<file path="src/rtl/pipeline_control_unit_pkg.sv">
// Shared encodings, control-word layout and small helpers for the
// pipeline control unit and its instruction decoder.
package pipeline_control_unit_pkg;

  localparam logic [5:0] OP_SPECIAL = 6'h00;
  localparam logic [5:0] OP_ADDI    = 6'h08;
  localparam logic [5:0] OP_ANDI    = 6'h0C;
  localparam logic [5:0] OP_ORI     = 6'h0D;
  localparam logic [5:0] OP_LW      = 6'h23;
  localparam logic [5:0] OP_SW      = 6'h2B;
  localparam logic [5:0] OP_BEQ     = 6'h04;

  localparam logic [5:0] FN_ADD = 6'h20;
  localparam logic [5:0] FN_SUB = 6'h22;
  localparam logic [5:0] FN_AND = 6'h24;
  localparam logic [5:0] FN_OR  = 6'h25;
  localparam logic [5:0] FN_NOR = 6'h27;
  localparam logic [5:0] FN_SLL = 6'h00;

  localparam logic [5:0] ALU_ADD = 6'd1;
  localparam logic [5:0] ALU_SUB = 6'd2;
  localparam logic [5:0] ALU_AND = 6'd3;
  localparam logic [5:0] ALU_OR  = 6'd4;
  localparam logic [5:0] ALU_NOR = 6'd5;
  localparam logic [5:0] ALU_SLL = 6'd6;

  localparam logic [1:0] FWD_RF    = 2'b00;
  localparam logic [1:0] FWD_EXMEM = 2'b01;
  localparam logic [1:0] FWD_MEMWB = 2'b10;

  typedef struct packed {
    logic [5:0] alu_op;
    logic       use_imm;
    logic       shift;
    logic       can_overflow;
    logic       mem_write;
    logic       mem_read;
    logic       branch;
    logic       reg_write;
    logic       mem_to_reg;
    logic [4:0] dest;
    logic [4:0] rs;
    logic [4:0] rt;
    logic       uses_rs;
    logic       uses_rt;
  } ctrl_t;

  localparam ctrl_t CTRL_NOP = '0;

  function automatic ctrl_t r_word(
    input logic [5:0]  alu,
    input logic        ovf,
    input logic [31:0] inst
  );
    ctrl_t c;
    c = CTRL_NOP;
    c.alu_op       = alu;
    c.can_overflow = ovf;
    c.shift        = (alu == ALU_SLL);
    c.reg_write    = 1'b1;
    c.dest         = inst[15:11];
    c.uses_rs      = !c.shift;
    c.rs           = c.shift ? 5'd0 : inst[25:21];
    c.uses_rt      = 1'b1;
    c.rt           = inst[20:16];
    return c;
  endfunction

  function automatic ctrl_t i_word(
    input logic [5:0]  alu,
    input logic        ovf,
    input logic [31:0] inst
  );
    ctrl_t c;
    c = CTRL_NOP;
    c.alu_op       = alu;
    c.can_overflow = ovf;
    c.use_imm      = 1'b1;
    c.reg_write    = 1'b1;
    c.dest         = inst[20:16];
    c.uses_rs      = 1'b1;
    c.rs           = inst[25:21];
    return c;
  endfunction

  // $0 is hardwired, so a zero destination never creates a dependency.
  function automatic logic dep_hit(input ctrl_t src, input ctrl_t id);
    return (src.dest != 5'd0) &&
           ((id.uses_rs && id.rs == src.dest) ||
            (id.uses_rt && id.rt == src.dest));
  endfunction

  function automatic logic [1:0] fwd_sel(
    input logic [4:0] src,
    input ctrl_t      exm,
    input ctrl_t      mwb
  );
    if (src == 5'd0)
      return FWD_RF;
    if (exm.reg_write && !exm.mem_read && exm.dest == src)
      return FWD_EXMEM;
    if (mwb.reg_write && mwb.dest == src)
      return FWD_MEMWB;
    return FWD_RF;
  endfunction

endpackage

</file>
<file path="src/rtl/pipeline_control_unit_inst_decoder.sv">
// Combinational decode of one instruction into a control word,
// immediate extension mode and illegal flag.
module inst_decoder
  import pipeline_control_unit_pkg::*;
(
  input  logic [31:0] inst,
  output ctrl_t       ctrl,
  output logic        sign_extend,
  output logic        illegal
);

  logic [5:0] op;
  logic [5:0] fn;
  logic       sp;

  assign op = inst[31:26];
  assign fn = inst[5:0];
  assign sp = (op == OP_SPECIAL);
  assign sign_extend = !(op == OP_ANDI || op == OP_ORI);

  always_comb begin
    ctrl    = CTRL_NOP;
    illegal = 1'b0;
    // The all-zero word is the canonical bubble, not a real SLL.
    if (inst != '0) begin
      unique case (1'b1)
        sp && fn == FN_ADD: ctrl = r_word(ALU_ADD, 1'b1, inst);
        sp && fn == FN_SUB: ctrl = r_word(ALU_SUB, 1'b1, inst);
        sp && fn == FN_AND: ctrl = r_word(ALU_AND, 1'b0, inst);
        sp && fn == FN_OR:  ctrl = r_word(ALU_OR, 1'b0, inst);
        sp && fn == FN_NOR: ctrl = r_word(ALU_NOR, 1'b0, inst);
        sp && fn == FN_SLL: ctrl = r_word(ALU_SLL, 1'b0, inst);
        op == OP_ADDI: ctrl = i_word(ALU_ADD, 1'b1, inst);
        op == OP_ANDI: ctrl = i_word(ALU_AND, 1'b0, inst);
        op == OP_ORI:  ctrl = i_word(ALU_OR, 1'b0, inst);
        op == OP_LW: begin
          ctrl            = i_word(ALU_ADD, 1'b0, inst);
          ctrl.mem_read   = 1'b1;
          ctrl.mem_to_reg = 1'b1;
        end
        op == OP_SW: begin
          ctrl           = i_word(ALU_ADD, 1'b0, inst);
          ctrl.reg_write = 1'b0;
          ctrl.dest      = 5'd0;
          ctrl.mem_write = 1'b1;
          ctrl.uses_rt   = 1'b1;
          ctrl.rt        = inst[20:16];
        end
        op == OP_BEQ: begin
          ctrl           = i_word(ALU_SUB, 1'b0, inst);
          ctrl.use_imm   = 1'b0;
          ctrl.reg_write = 1'b0;
          ctrl.dest      = 5'd0;
          ctrl.branch    = 1'b1;
          ctrl.uses_rt   = 1'b1;
          ctrl.rt        = inst[20:16];
        end
        default: illegal = 1'b1;
      endcase
    end
  end

endmodule

</file>
<file path="src/rtl/pipeline_control_unit.sv">
// Control pipeline beside the datapath: ID/EX, EX/MEM, MEM/WB control
// registers plus hazard stall, branch flush and EX forwarding selects.
module pipeline_control_unit
  import pipeline_control_unit_pkg::*;
#(
  parameter int ALUOP_W      = 6,
  parameter int REG_ADDR_W   = 5,
  parameter int BRANCH_STAGE = 3,
  parameter int FORWARD_EN   = 1
) (
  input  logic                  clock,
  input  logic                  reset,
  input  logic [31:0]           id_inst,
  input  logic                  branch_taken,
  output logic                  stall,
  output logic                  flush,
  output logic                  id_sign_extend,
  output logic                  id_illegal,
  output logic [ALUOP_W-1:0]    ex_alu_op,
  output logic                  ex_use_imm,
  output logic                  ex_shift,
  output logic                  ex_can_overflow,
  output logic [1:0]            ex_fwd_a,
  output logic [1:0]            ex_fwd_b,
  output logic                  mem_write,
  output logic                  mem_branch,
  output logic                  wb_reg_write,
  output logic                  wb_mem_to_reg,
  output logic [REG_ADDR_W-1:0] wb_dest
);

  ctrl_t id_c;
  ctrl_t id_ex;
  ctrl_t ex_mem;
  ctrl_t mem_wb;
  logic  raw_load;
  logic  raw_alu;
  logic  unused_ok;

  inst_decoder u_dec (
    .inst        (id_inst),
    .ctrl        (id_c),
    .sign_extend (id_sign_extend),
    .illegal     (id_illegal)
  );

  assign raw_load = id_ex.mem_read && dep_hit(id_ex, id_c);

  // Without forwarding, any producer still in EX or MEM blocks ID.
  assign raw_alu = (FORWARD_EN == 0) &&
                   ((id_ex.reg_write && dep_hit(id_ex, id_c)) ||
                    (ex_mem.reg_write && dep_hit(ex_mem, id_c)));

  assign mem_branch = (BRANCH_STAGE == 2) ? id_ex.branch
                                          : ex_mem.branch;
  assign flush = mem_branch & branch_taken;
  assign stall = (raw_load | raw_alu) & ~flush;

  always_ff @(posedge clock or negedge reset) begin
    if (!reset) begin
      id_ex  <= CTRL_NOP;
      ex_mem <= CTRL_NOP;
      mem_wb <= CTRL_NOP;
    end else begin
      mem_wb <= ex_mem;
      ex_mem <= (flush && BRANCH_STAGE == 3) ? CTRL_NOP : id_ex;
      id_ex  <= (flush || stall) ? CTRL_NOP : id_c;
    end
  end

  assign ex_fwd_a = (FORWARD_EN != 0) ? fwd_sel(id_ex.rs, ex_mem, mem_wb)
                                      : FWD_RF;
  assign ex_fwd_b = (FORWARD_EN != 0) ? fwd_sel(id_ex.rt, ex_mem, mem_wb)
                                      : FWD_RF;

  assign ex_alu_op       = ALUOP_W'(id_ex.alu_op);
  assign ex_use_imm      = id_ex.use_imm;
  assign ex_shift        = id_ex.shift;
  assign ex_can_overflow = id_ex.can_overflow;
  assign mem_write       = ex_mem.mem_write;
  assign wb_reg_write    = mem_wb.reg_write;
  assign wb_mem_to_reg   = mem_wb.mem_to_reg;
  assign wb_dest         = REG_ADDR_W'(mem_wb.dest);

  assign unused_ok = ^{mem_wb, ex_mem, id_ex};

endmodule

</file>
<file path="config.mk">
export PLATFORM = sky130hd
export DESIGN_NAME = pipeline_control_unit
export DESIGN_NICKNAME = d
export VERILOG_FILES = /design/src/rtl/pipeline_control_unit_pkg.sv /design/src/rtl/pipeline_control_unit_inst_decoder.sv /design/src/rtl/pipeline_control_unit.sv
export SDC_FILE = /design/constraint.sdc
export NUM_CORES = 1
export LEC_CHECK = 0
export BUFFER_PORTS_ARGS = -buffer_cell sky130_fd_sc_hd__clkbuf_2
export CORE_MARGIN = 2
export CORE_UTILIZATION = 56
export DETAILED_ROUTE_END_ITERATION = 7
export GPL_ROUTABILITY_DRIVEN = 0
export GPL_TIMING_DRIVEN = 1
export PLACE_DENSITY = 0.84
export SKIP_CTS_REPAIR_TIMING = 1
export SYNTH_ARGS = -nofsm -noshare
export SYNTH_HDL_FRONTEND = slang
export SYNTH_SLANG_ARGS = --single-unit
</file>
<file path="constraint.sdc">
create_clock -name clock -period 3.97 [get_ports clock]
set_clock_uncertainty 0.05 [all_clocks]
set_input_delay 0.794 -clock clock [delete_from_list [all_inputs] [get_ports clock]]
set_output_delay 0.794 -clock clock [all_outputs]
set_load 0.02 [all_outputs]
</file>
==> impl_metrics.yaml <==
timing:
  fin_crit_ns: 3.427
  setup_viol: 0
  timing.slew.headroom_pct: 35.44
  worst_pin_slew_ns: 0.9685
  fin_hold_ws_ns: 0.3361
  slew_viol_final: 0
  tns_ns: 0
  hold_violations: 0
  rsz0062_at_grt: "false"
  period_share_pct: 86.33
  max_freq_mhz: 291.8
finish:
  diodes: 0
  multi_input_area_sq_mm: 0.001155
  fin_cells: 337
  design_area_sq_mm: 0.002668
  area.growth.synth_to_final_pct: 16.25
  n_fill_cell: 311
  final_nets: 321
  final_cell_mix: "clkbuf_2 (57), dfrtp_1 (41), nor2_1 (20)"
  largest_reg_flops: 19
  final_common_cell: "clkbuf_2"
  seqCellArea_sq_mm: 0.001026
  drive_gt1_share_pct: 25.78
  regMostFlops: "id_ex"
logic_synthesis:
  synthXorXnorAreaFrac_pct: 10.31
  post-synth-top-area-fraction_pct: 44.71
  synth_seq_area_share_pct: 44.71
  synthAdderAreaFrac_pct: 0
  synth_flop_cell: "dfrtp_1"
  synthMuxAreaShare_pct: 0
  synth_cell_types: 50
  synthSimpleGateAreaFrac_pct: 27.92
  syn_avg_cell_area_sq_um: 9.723
  syn_area_sq_mm: 0.002295
  yosysWarnings: 0
  synth-compound-area-share_pct: 11.61
  yosysTopAreaCell: "dfrtp_1"
  async_flop_share_pct: 100.0
  synth_enable_flop_cells: 0
  synth_top_family_by_area: "simple AND/OR/NAND/NOR gates"
  syn_inst: 236
  yosys-top-cells-area: "dfrtp_1 (45%), xor2_1 (5.3%), xnor2_1 (5.0%)"
  ys_ff_latch: 41
floorplanning:
  num_rows: 23
  initial_core_util_pct: 57.78
  io_pins: 61
  core_sq_mm: 0.003971
  dieHeight_um: 68.02
  die_area_sq_mm: 0.004626
  die_width_um: 68.02
critical_path:
  startpoint_type: "input pin"
  setup.worst_path.end_class: "primary output"
  crit_path_max_incr_delay_ns: 0.64
  worst-setup-path-type: "in2out"
  critPathRequiredTime_ns: 3.13
  crit_path_cell_trace: "clkbuf_2 > or4_1 > or2_4 > o22ai_4 > nand2_1 > a21oi_1 > clkbuf_2"
  path_max_fanout: 9
  crit_buf_inv: 2
  arrival_ns: 2.58
  crit_path_frequent_cell: "clkbuf_2"
  path_delay_family: "simple AND/OR/NAND/NOR gates"
  cpMaxStageDelayCell: "or4_1"
power:
  power_density_mw_per_mm2: 328.4
  ir_drop_mv: 0.1775
  p_leak_nw: 1.318
  total_power_uw: 876.1
status:
  status: "completed"
worst_hold_path:
  hp-class: "reg2reg"
drt:
  drc: 0
  drtIter0Drc: 116
  antenna_left: 0
  drt-pass1-iter-count: 4
  wl_per_cell_um: 14.66
  finalWirelength_mm: 4.941
  viasPerCell: 5.745
  routed-via-count: 1936
grt:
  antenna_found_initial: 0
  grt-ovfl-total: 0
  grt.total_usage_pct: 23.32
  first_global_vias: 1779
  grt_pass1_wl_mm: 7.990
  grt_max_degree: 42
job:
  drv_cap: 0
clocking:
  cts.sinks: 41
  root_buffer: "clkbuf_8"
  cts.htree.levels: 2
  numCtsBuffers: 5
  cts_tree: "built"
  clk_latency_ns: 0.29
  clk_path_buf_depth: 2
  clk_pin_slew_ns: 0.07
placed_design:
  dp.cells: 329
  hpwl_mm: 3.796
  placed_area_sq_mm: 0.002547
  port_buffers: 57
==> per-stage QoR <==
step / setup slack, ns / utilization [%]
CTS: 0.5506 / 67.17
detailed placement: 0.5571 / 64.15
global route: 0.4250 / 67.17
floorplan: 0.6819 / -
finish: 0.5428 / 67.17
global placement: 0.5589 / 64.15
==> power by group <==
part / switching (mW) / total, mW / internal [mW]
combinational: 0.0605 / 0.101 / 0.0401
clock: 0.139 / 0.344 / 0.204
sequential: 0.00706 / 0.432 / 0.425
total: 0.207 / 0.876 / 0.669
==> layout make-up <==
cell class | count | share of cell area (%)
Clock inverter | 2 | 1.407
Sequential cell | 41 | 38.46
Tap cell | 50 | 2.345
Inverter | 3 | 0.4221
Clock buffer | 6 | 3.096
Timing Repair Buffer | 58 | 10.98
Multi-Input combinational cell | 177 | 43.29
==> logic make-up after synthesis <==
logic type / count (synthesis)
xor gates and xnor gates: 27
other: 1
DFF: 41
and+or+nand+nor: 114
buffers and inverters: 20
AOI/OAI and AO/OA: 33
==> per-layer routing <==
metal	part of all wire (%)	up-vias	routed length [um]	global-route usage [%]
li1	-	933	-	-
met1	43	919	2126	28.82
met2	49	78	2426	39.93
met3	6.7	6	332	6.250
met4	1.1	0	55	7.000
met5	0	-	0	0
==> synthesized netlist by cell type (2+ instances only) <==
cell type	number
dfrtp_1	41
nor2_1	20
and2_1	17
nor3_1	15
xor2_1	14
nand2_1	13
xnor2_1	13
nor4_1	12
nand3_1	10
buf_4	9
a21oi_1	7
or4_1	6
a22oi_1	5
a31oi_1	4
buf_2	4
clkbuf_1	3
inv_1	3
nand2b_1	3
or3_1	3
nand3b_1	2
nand4_1	2
nor3b_1	2
==> final timing paths <==
path,end,startpoint,slack (ns),cells after the start
worst min register to register,wb_mem_to_reg$_DFF_PN0_,ex_mem[20]$_DFF_PN0_,0.34,0
worst max register to register,ex_alu_op[1]$_DFF_PN0_,id_ex[13]$_DFF_PN0_,1.42,6
min in group asynchronous,wb_dest[3]$_DFF_PN0_,reset,0.60,1
worst min-delay path,wb_mem_to_reg$_DFF_PN0_,ex_mem[20]$_DFF_PN0_,0.34,0
max in group asynchronous,wb_reg_write$_DFF_PN0_,reset,2.68,1
worst max-delay path,stall,id_inst[27],0.54,7
(Power assumes the default switching activity.)
